$ cat src/rtl/launcher_pkg.sv
// Shared definitions for the core launcher: FSM state encoding and the
// default widths used by the top level and its run timer.
package launcher_pkg;

    // Instruction address / PC width, machine-code word width, cycle counter width
    localparam int DEF_D = 12;
    localparam int DEF_W = 9;
    localparam int DEF_C = 16;

    typedef enum logic [2:0] {
        IDLE   = 3'd0,
        LOAD   = 3'd1,
        FLUSH  = 3'd2,
        RUN    = 3'd3,
        REPORT = 3'd4
    } launch_state_t;

endpackage

$ cat src/rtl/core_launcher_run_timer.sv
// run_timer: execution cycle counter with a latched limit.
//
// Ports:
//   clk        system clock
//   rst        synchronous active-high reset
//   clear      zero the counter (takes priority over enable)
//   enable     advance the counter by one
//   load_limit capture limit_in as the comparison limit
//   limit_in   timeout limit to capture
//   cycles     current count
//   hit_limit  count equals the latched limit (combinational)
module run_timer
    import launcher_pkg::*;
#(
    parameter int C = DEF_C
) (
    input  logic         clk,
    input  logic         rst,
    input  logic         clear,
    input  logic         enable,
    input  logic         load_limit,
    input  logic [C-1:0] limit_in,
    output logic [C-1:0] cycles,
    output logic         hit_limit
);

    logic [C-1:0] limit_q;

    always_ff @(posedge clk) begin
        if (rst) begin
            cycles  <= '0;
            limit_q <= '0;
        end else begin
            if (load_limit) begin
                limit_q <= limit_in;
            end
            if (clear) begin
                cycles <= '0;
            end else if (enable) begin
                cycles <= cycles + C'(1);
            end
        end
    end

    // The owner only enables counting when this is low, so the count can
    // never run past the limit and never wraps.
    assign hit_limit = (cycles == limit_q);

endmodule

$ cat src/rtl/core_launcher.sv
// core_launcher: boot-and-run sequencer in front of the processor.
// Streams a program into instruction memory, holds the core in reset while
// loading, then releases it and times the run until the core signals done.
//
// Ports:
//   clk, start       clock; synchronous active-high reset
//   go               request a load-and-run (honoured only when idle)
//   ld_valid/ready   program word handshake; ld_data word, ld_last final word
//   im_wr_en/addr/data  registered instruction memory write port
//   core_start       core reset, low only while the core runs
//   core_done        core completion flag, observed only while running
//   max_cycles       timeout limit, captured when go is accepted
//   busy             not idle
//   run_done         one-cycle completion pulse
//   timed_out        sticky: the run reached max_cycles
//   load_err         sticky: program longer than 2^D words
//   cycles           cycles counted in the run, held until the next go
module core_launcher
    import launcher_pkg::*;
#(
    parameter int D = DEF_D,
    parameter int W = DEF_W,
    parameter int C = DEF_C
) (
    input  logic         clk,
    input  logic         start,
    input  logic         go,
    input  logic         ld_valid,
    output logic         ld_ready,
    input  logic [W-1:0] ld_data,
    input  logic         ld_last,
    output logic         im_wr_en,
    output logic [D-1:0] im_wr_addr,
    output logic [W-1:0] im_wr_data,
    output logic         core_start,
    input  logic         core_done,
    input  logic [C-1:0] max_cycles,
    output logic         busy,
    output logic         run_done,
    output logic         timed_out,
    output logic         load_err,
    output logic [C-1:0] cycles
);

    launch_state_t state, next_state;
    logic [D-1:0]  wr_ptr;

    logic go_accept;
    logic accept;
    logic last_slot;
    logic timer_en;
    logic set_timeout;
    logic set_load_err;
    logic hit_limit;

    assign ld_ready  = (state == LOAD);
    assign busy      = (state != IDLE);
    assign go_accept = (state == IDLE) && go;
    assign accept    = ld_valid && ld_ready;
    assign last_slot = (wr_ptr == {D{1'b1}});

    run_timer #(
        .C(C)
    ) u_run_timer (
        .clk        (clk),
        .rst        (start),
        .clear      (go_accept),
        .enable     (timer_en),
        .load_limit (go_accept),
        .limit_in   (max_cycles),
        .cycles     (cycles),
        .hit_limit  (hit_limit)
    );

    always_comb begin
        next_state   = state;
        timer_en     = 1'b0;
        set_timeout  = 1'b0;
        set_load_err = 1'b0;
        case (state)
            IDLE: begin
                if (go) begin
                    next_state = LOAD;
                end
            end
            LOAD: begin
                if (accept) begin
                    if (ld_last) begin
                        next_state = FLUSH;
                    end else if (last_slot) begin
                        // Memory full and still no last word: abandon the run.
                        next_state   = IDLE;
                        set_load_err = 1'b1;
                    end
                end
            end
            FLUSH: begin
                next_state = RUN;
            end
            RUN: begin
                // done is checked first so a coincident limit is not a timeout
                if (core_done) begin
                    next_state = REPORT;
                end else if (hit_limit) begin
                    next_state  = REPORT;
                    set_timeout = 1'b1;
                end else begin
                    timer_en = 1'b1;
                end
            end
            REPORT: begin
                next_state = IDLE;
            end
            default: begin
                next_state = IDLE;
            end
        endcase
    end

    always_ff @(posedge clk) begin
        if (start) begin
            state      <= IDLE;
            wr_ptr     <= '0;
            im_wr_en   <= 1'b0;
            im_wr_addr <= '0;
            im_wr_data <= '0;
            core_start <= 1'b1;
            run_done   <= 1'b0;
            timed_out  <= 1'b0;
            load_err   <= 1'b0;
        end else begin
            state <= next_state;
            // Registered from next_state so core_start and run_done line up
            // exactly with the RUN and REPORT states.
            core_start <= (next_state != RUN);
            run_done   <= (next_state == REPORT);

            im_wr_en <= accept;
            if (accept) begin
                im_wr_addr <= wr_ptr;
                im_wr_data <= ld_data;
                wr_ptr     <= wr_ptr + D'(1);
            end

            if (go_accept) begin
                wr_ptr    <= '0;
                timed_out <= 1'b0;
                load_err  <= 1'b0;
            end
            if (set_timeout) begin
                timed_out <= 1'b1;
            end
            if (set_load_err) begin
                load_err <= 1'b1;
            end
        end
    end

endmodule

$ cat config.mk
export PLATFORM = sky130hd
export DESIGN_NAME = core_launcher
export DESIGN_NICKNAME = d
export VERILOG_FILES = /design/src/rtl/launcher_pkg.sv /design/src/rtl/core_launcher_run_timer.sv /design/src/rtl/core_launcher.sv
export SDC_FILE = /design/constraint.sdc
export NUM_CORES = 1
export LEC_CHECK = 0
export ABC_AREA = 1
export CORE_MARGIN = 4
export CORE_UTILIZATION = 30
export DETAILED_ROUTE_END_ITERATION = 10
export GPL_TIMING_DRIVEN = 0
export PLACE_DENSITY = 0.64
export SYNTH_ARGS = -nofsm -noshare
export SYNTH_HDL_FRONTEND = slang
export SYNTH_HIERARCHICAL = 1
export SYNTH_SLANG_ARGS = --single-unit
$ cat constraint.sdc
create_clock -name clk -period 3.8 [get_ports clk]
set_input_delay 0.38 -clock clk [delete_from_list [all_inputs] [get_ports clk]]
set_output_delay 0.38 -clock clk [all_outputs]
set_load 0.03 [all_outputs]
==> results.txt <==
----------------------------------------------------
[Die]
  I/O pin count ... 75
  Area of the core ... between 10000 and 15000 um2
  Horizontal die dimension ... 112 um
  Row count ... 37
  Chip Height ... 112 um
  Die area ... between 10000 and 15000 um2
  Effective utilization at floorplan ... 0.311

[Detailed routing]
  Drt pass-1 iters ... 4
  DRC violation count after routing ... 0
  Via count of the routed design ... 3095
  Detail Route Antenna Nets ... 0
  DRT iter0 DRCs ... about 140
  Via density per instance ... 4.57
  Sum of routed wire length over all layers ... 8.51 mm
  Per-cell routed wire length ... 12.6 um

[Clock network]
  CTS tree ... yes
  Clock latency at the later pin of the worst-skew pair ... 0.34 ns
  Count of hold-fix buffers inserted at cts ... 0
  Worst-case clock buffer depth ... 2
  Post-CTS setup buffer count ... 0
  Clock tree sinks ... 73
  Clock tree root driver cell ... clkbuf_8
  Count of H-tree levels built during CTS ... 3
  Total of cells resized after clock tree synthesis ... 0
  Clock-pin slew on the worst setup and hold paths ... 0.08 ns
  TritonCTS Buffers ... 9

[Place]
  PortBufs ... 74
  Final estimated routing congestion in global placement ... 0.809
  Placed wire-length estimate ... 6.53 mm
  Cells after DPL ... 661
  Setup Slack @ Placement ... 1.40 ns

[Synth]
  Gate count of the mapped netlist ... around 450
  Share of the synthesized area in the top cell type ... 0.451
  Seq cells post-synth ... 73
  Synthesized net count ... slightly below 500
  Mean instance size in the synthesized netlist ... 7.19 um2
  Top post-synthesis cells by area ... dfxtp_1 (45%), nand2_1 (15%), a21oi_1 (8.8%), nor2_1 (4.9%), inv_1 (4.5%)
  Largest area contributor in the netlist ... dfxtp_1
  Yosys warnings ... 6
  Post-synthesis instance area ... 3240 um2
  Share of synthesized area occupied by flip-flops and latches ... 0.451
  Number of library cell types mapped by synthesis ... 27

[STA]
  Worst hold-check slack ... 0.465 ns
  Clock skew ... 0.00949 ns
  Part of the cycle the worst path needs ... 0.631
  Sum of negative setup slack ... 0 ns
  Time the worst path needs with I/O delays and setup ... 2.40 ns
  Final Max Slew Viols ... 0
  Final-report hold violation count ... 0
  Max-slew headroom ... 0.684
  Tightest Pin Transition ... ~0.47 ns
  Fmax ... 417 MHz
  Number of endpoints failing setup at the final stage ... 0
  Post-route worst setup slack ... 1.40 ns
  RSZ-0062 raised after global routing ... false

[Critical path]
  Required time reported for the critical path endpoint ... roughly 4.0 ns
  Critical path fanouts, max ... 9
  Setup Crit Path Kind ... reg -> reg
  Category of the worst setup path launch point ... flop
  Worst-path cell chain ... inv_1 -> or2_2 -> nand3_1 -> nor2_1 -> nand2_1 -> nor2_1 -> nor3_2 -> buf_2 -> nand2_1 -> inv_1 -> nand2_2 -> nor2_2 -> nand3_1 -> nand2_1 -> nor2_1
  Critical-path cell with the highest stage delay ... dfxtp_1
  Buffer and inverter count on the worst path ... 3
  Dominant delay contributor by cell family on the critical path ... simple AND/OR/NAND/NOR gates
  Nature of the critical path endpoint ... flop
  Reg-to-reg critical path startpoint ... u_run_timer/cycles[11]
  Critical path origin ... u_run_timer/cycles[11]
  Arr. time, crit path ... between 2 and 3 ns
  Delay of the slowest critical-path stage ... 0.43 ns

[Global route]
  Number of global-route vias before repair ... 2917
  Initial antenna violation count ... 0
  Overall overflow remaining after global route ... 0
  Gr usage total ... 0.137
  Wire length of the first global-routing pass ... 14.1 mm
  Largest net degree at the start of global routing ... 13

[Power and ir drop]
  Power Dens Cells ... 367 nW/um2
  Leakage power ... 1.54 nW
  Maximum vdd drop ... between 0.1 and 0.15 mV

[Cells and area]
  Most common cell after layout, fill and taps aside ... nand2_1
  Final design utilization ... 0.416
  Synthesis-to-layout area growth ... 33.7%
  Non-filler instance count after layout ... 677
  Commonest cells after routing, fill and taps aside ... nand2_1 (126), clkdlybuf4s50_1 (74), dfxtp_1 (73), a21oi_1 (57), nor2_1 (42)
  Share of post-route cells with drive strength above 1 ... 0.0832
  Total inserted antenna cells ... 0
  # nets final ... between 500 and 600

[Worst hold path]
  Hold Crit Class ... reg -> reg
  Worst Hold Launch ... im_wr_data[0]

[Outcome]
  Result of the run ... finished clean

[Run]
  Max-cap violations ... 0

----------------------------------------------------
## sequential cells by signal, indices dropped and copies added (netlist names)
| name | flops |
|---|---|
| run_done | 1 |
| core_start | 1 |
| im_wr_addr | 12 |
| load_err | 1 |
| u_run_timer/cycles | 16 |
| wr_ptr | 12 |
| u_run_timer/limit_q | 16 |
| im_wr_data | 9 |
| timed_out | 1 |
| state | 3 |
| im_wr_en | 1 |
## synth_stat cells
master	n
nand3_1	24
a21oi_1	57
or2_2	4
nor2_4	3
a22oi_1	1
nand2_1	126
nor2_2	4
nor3_2	2
xor2_1	2
nand4_1	7
xnor2_1	12
o21a_1	2
buf_2	9
buf_6	3
inv_2	2
a211oi_1	2
dfxtp_1	73
nand2_2	1
clkbuf_1	5
ha_1	2
nor2_1	42
o21ai_1	3
nand3_2	1
inv_1	39
o21bai_1	2
nor3_1	7
o21ai_0	16
## area by class of cell
type	count	area, um2
sequential	73	1460
clock inverter	5	30.0
fill	1082	6080
multi-input combinational	320	1530
timing repair buffer	74	741
tap	136	170
clock buffer	11	151
buffer	17	97.6
inverter	41	154
## worst min-delay path, cell delays in order, from the launching register on
cell and delay (ns):
dfxtp_1 0.31, nand2_1 0.06, a21oi_1 0.06
## layer usage
layer	wire, um	up-vias	track usage	share of wire
li1	-	1617	-	-
met3	305	12	0.0228	0.036
met5	0	-	0	0
met1	4070	1408	0.181	0.48
met2	3970	58	0.221	0.47
met4	167	0	0.0617	0.020
## path summary, 6_finish.rpt
kind / cells past startpoint / end / slack (ns)
max reg2reg: 15 / u_run_timer/cycles[13] / 1.40
max: 15 / u_run_timer/cycles[13] / 1.40
min reg2reg: 2 / im_wr_data[0] / 0.47
min: 2 / im_wr_data[0] / 0.47
## power breakdown
group	total [mW]	internal, mW	switching [mW]
combinational	0.225	0.0984	0.127
clock	0.556	0.269	0.287
sequential	0.811	0.792	0.0182
total	1.59	1.16	0.432
## stage by stage
| stage | power, mW | cell area, um2 |
|---|---|---|
| floorplan | 0.958 | 3240 |
| global placement | 1.05 | 4150 |
| detailed placement | 1.06 | 4150 |
| CTS | 1.61 | 4340 |
| global route | 1.67 | 4340 |
| finish | 1.59 | 4340 |
## kinds of logic after synthesis
group,count (synthesis),synth area share
adders and majority gates,2,0.00771
DFF,73,0.451
buffers and inverters,58,0.0775
and+or+nand+nor,221,0.293
AOI/OAI and AO/OA,83,0.133
xor gates and xnor gates,14,0.0378
(Power assumes the default switching activity.)
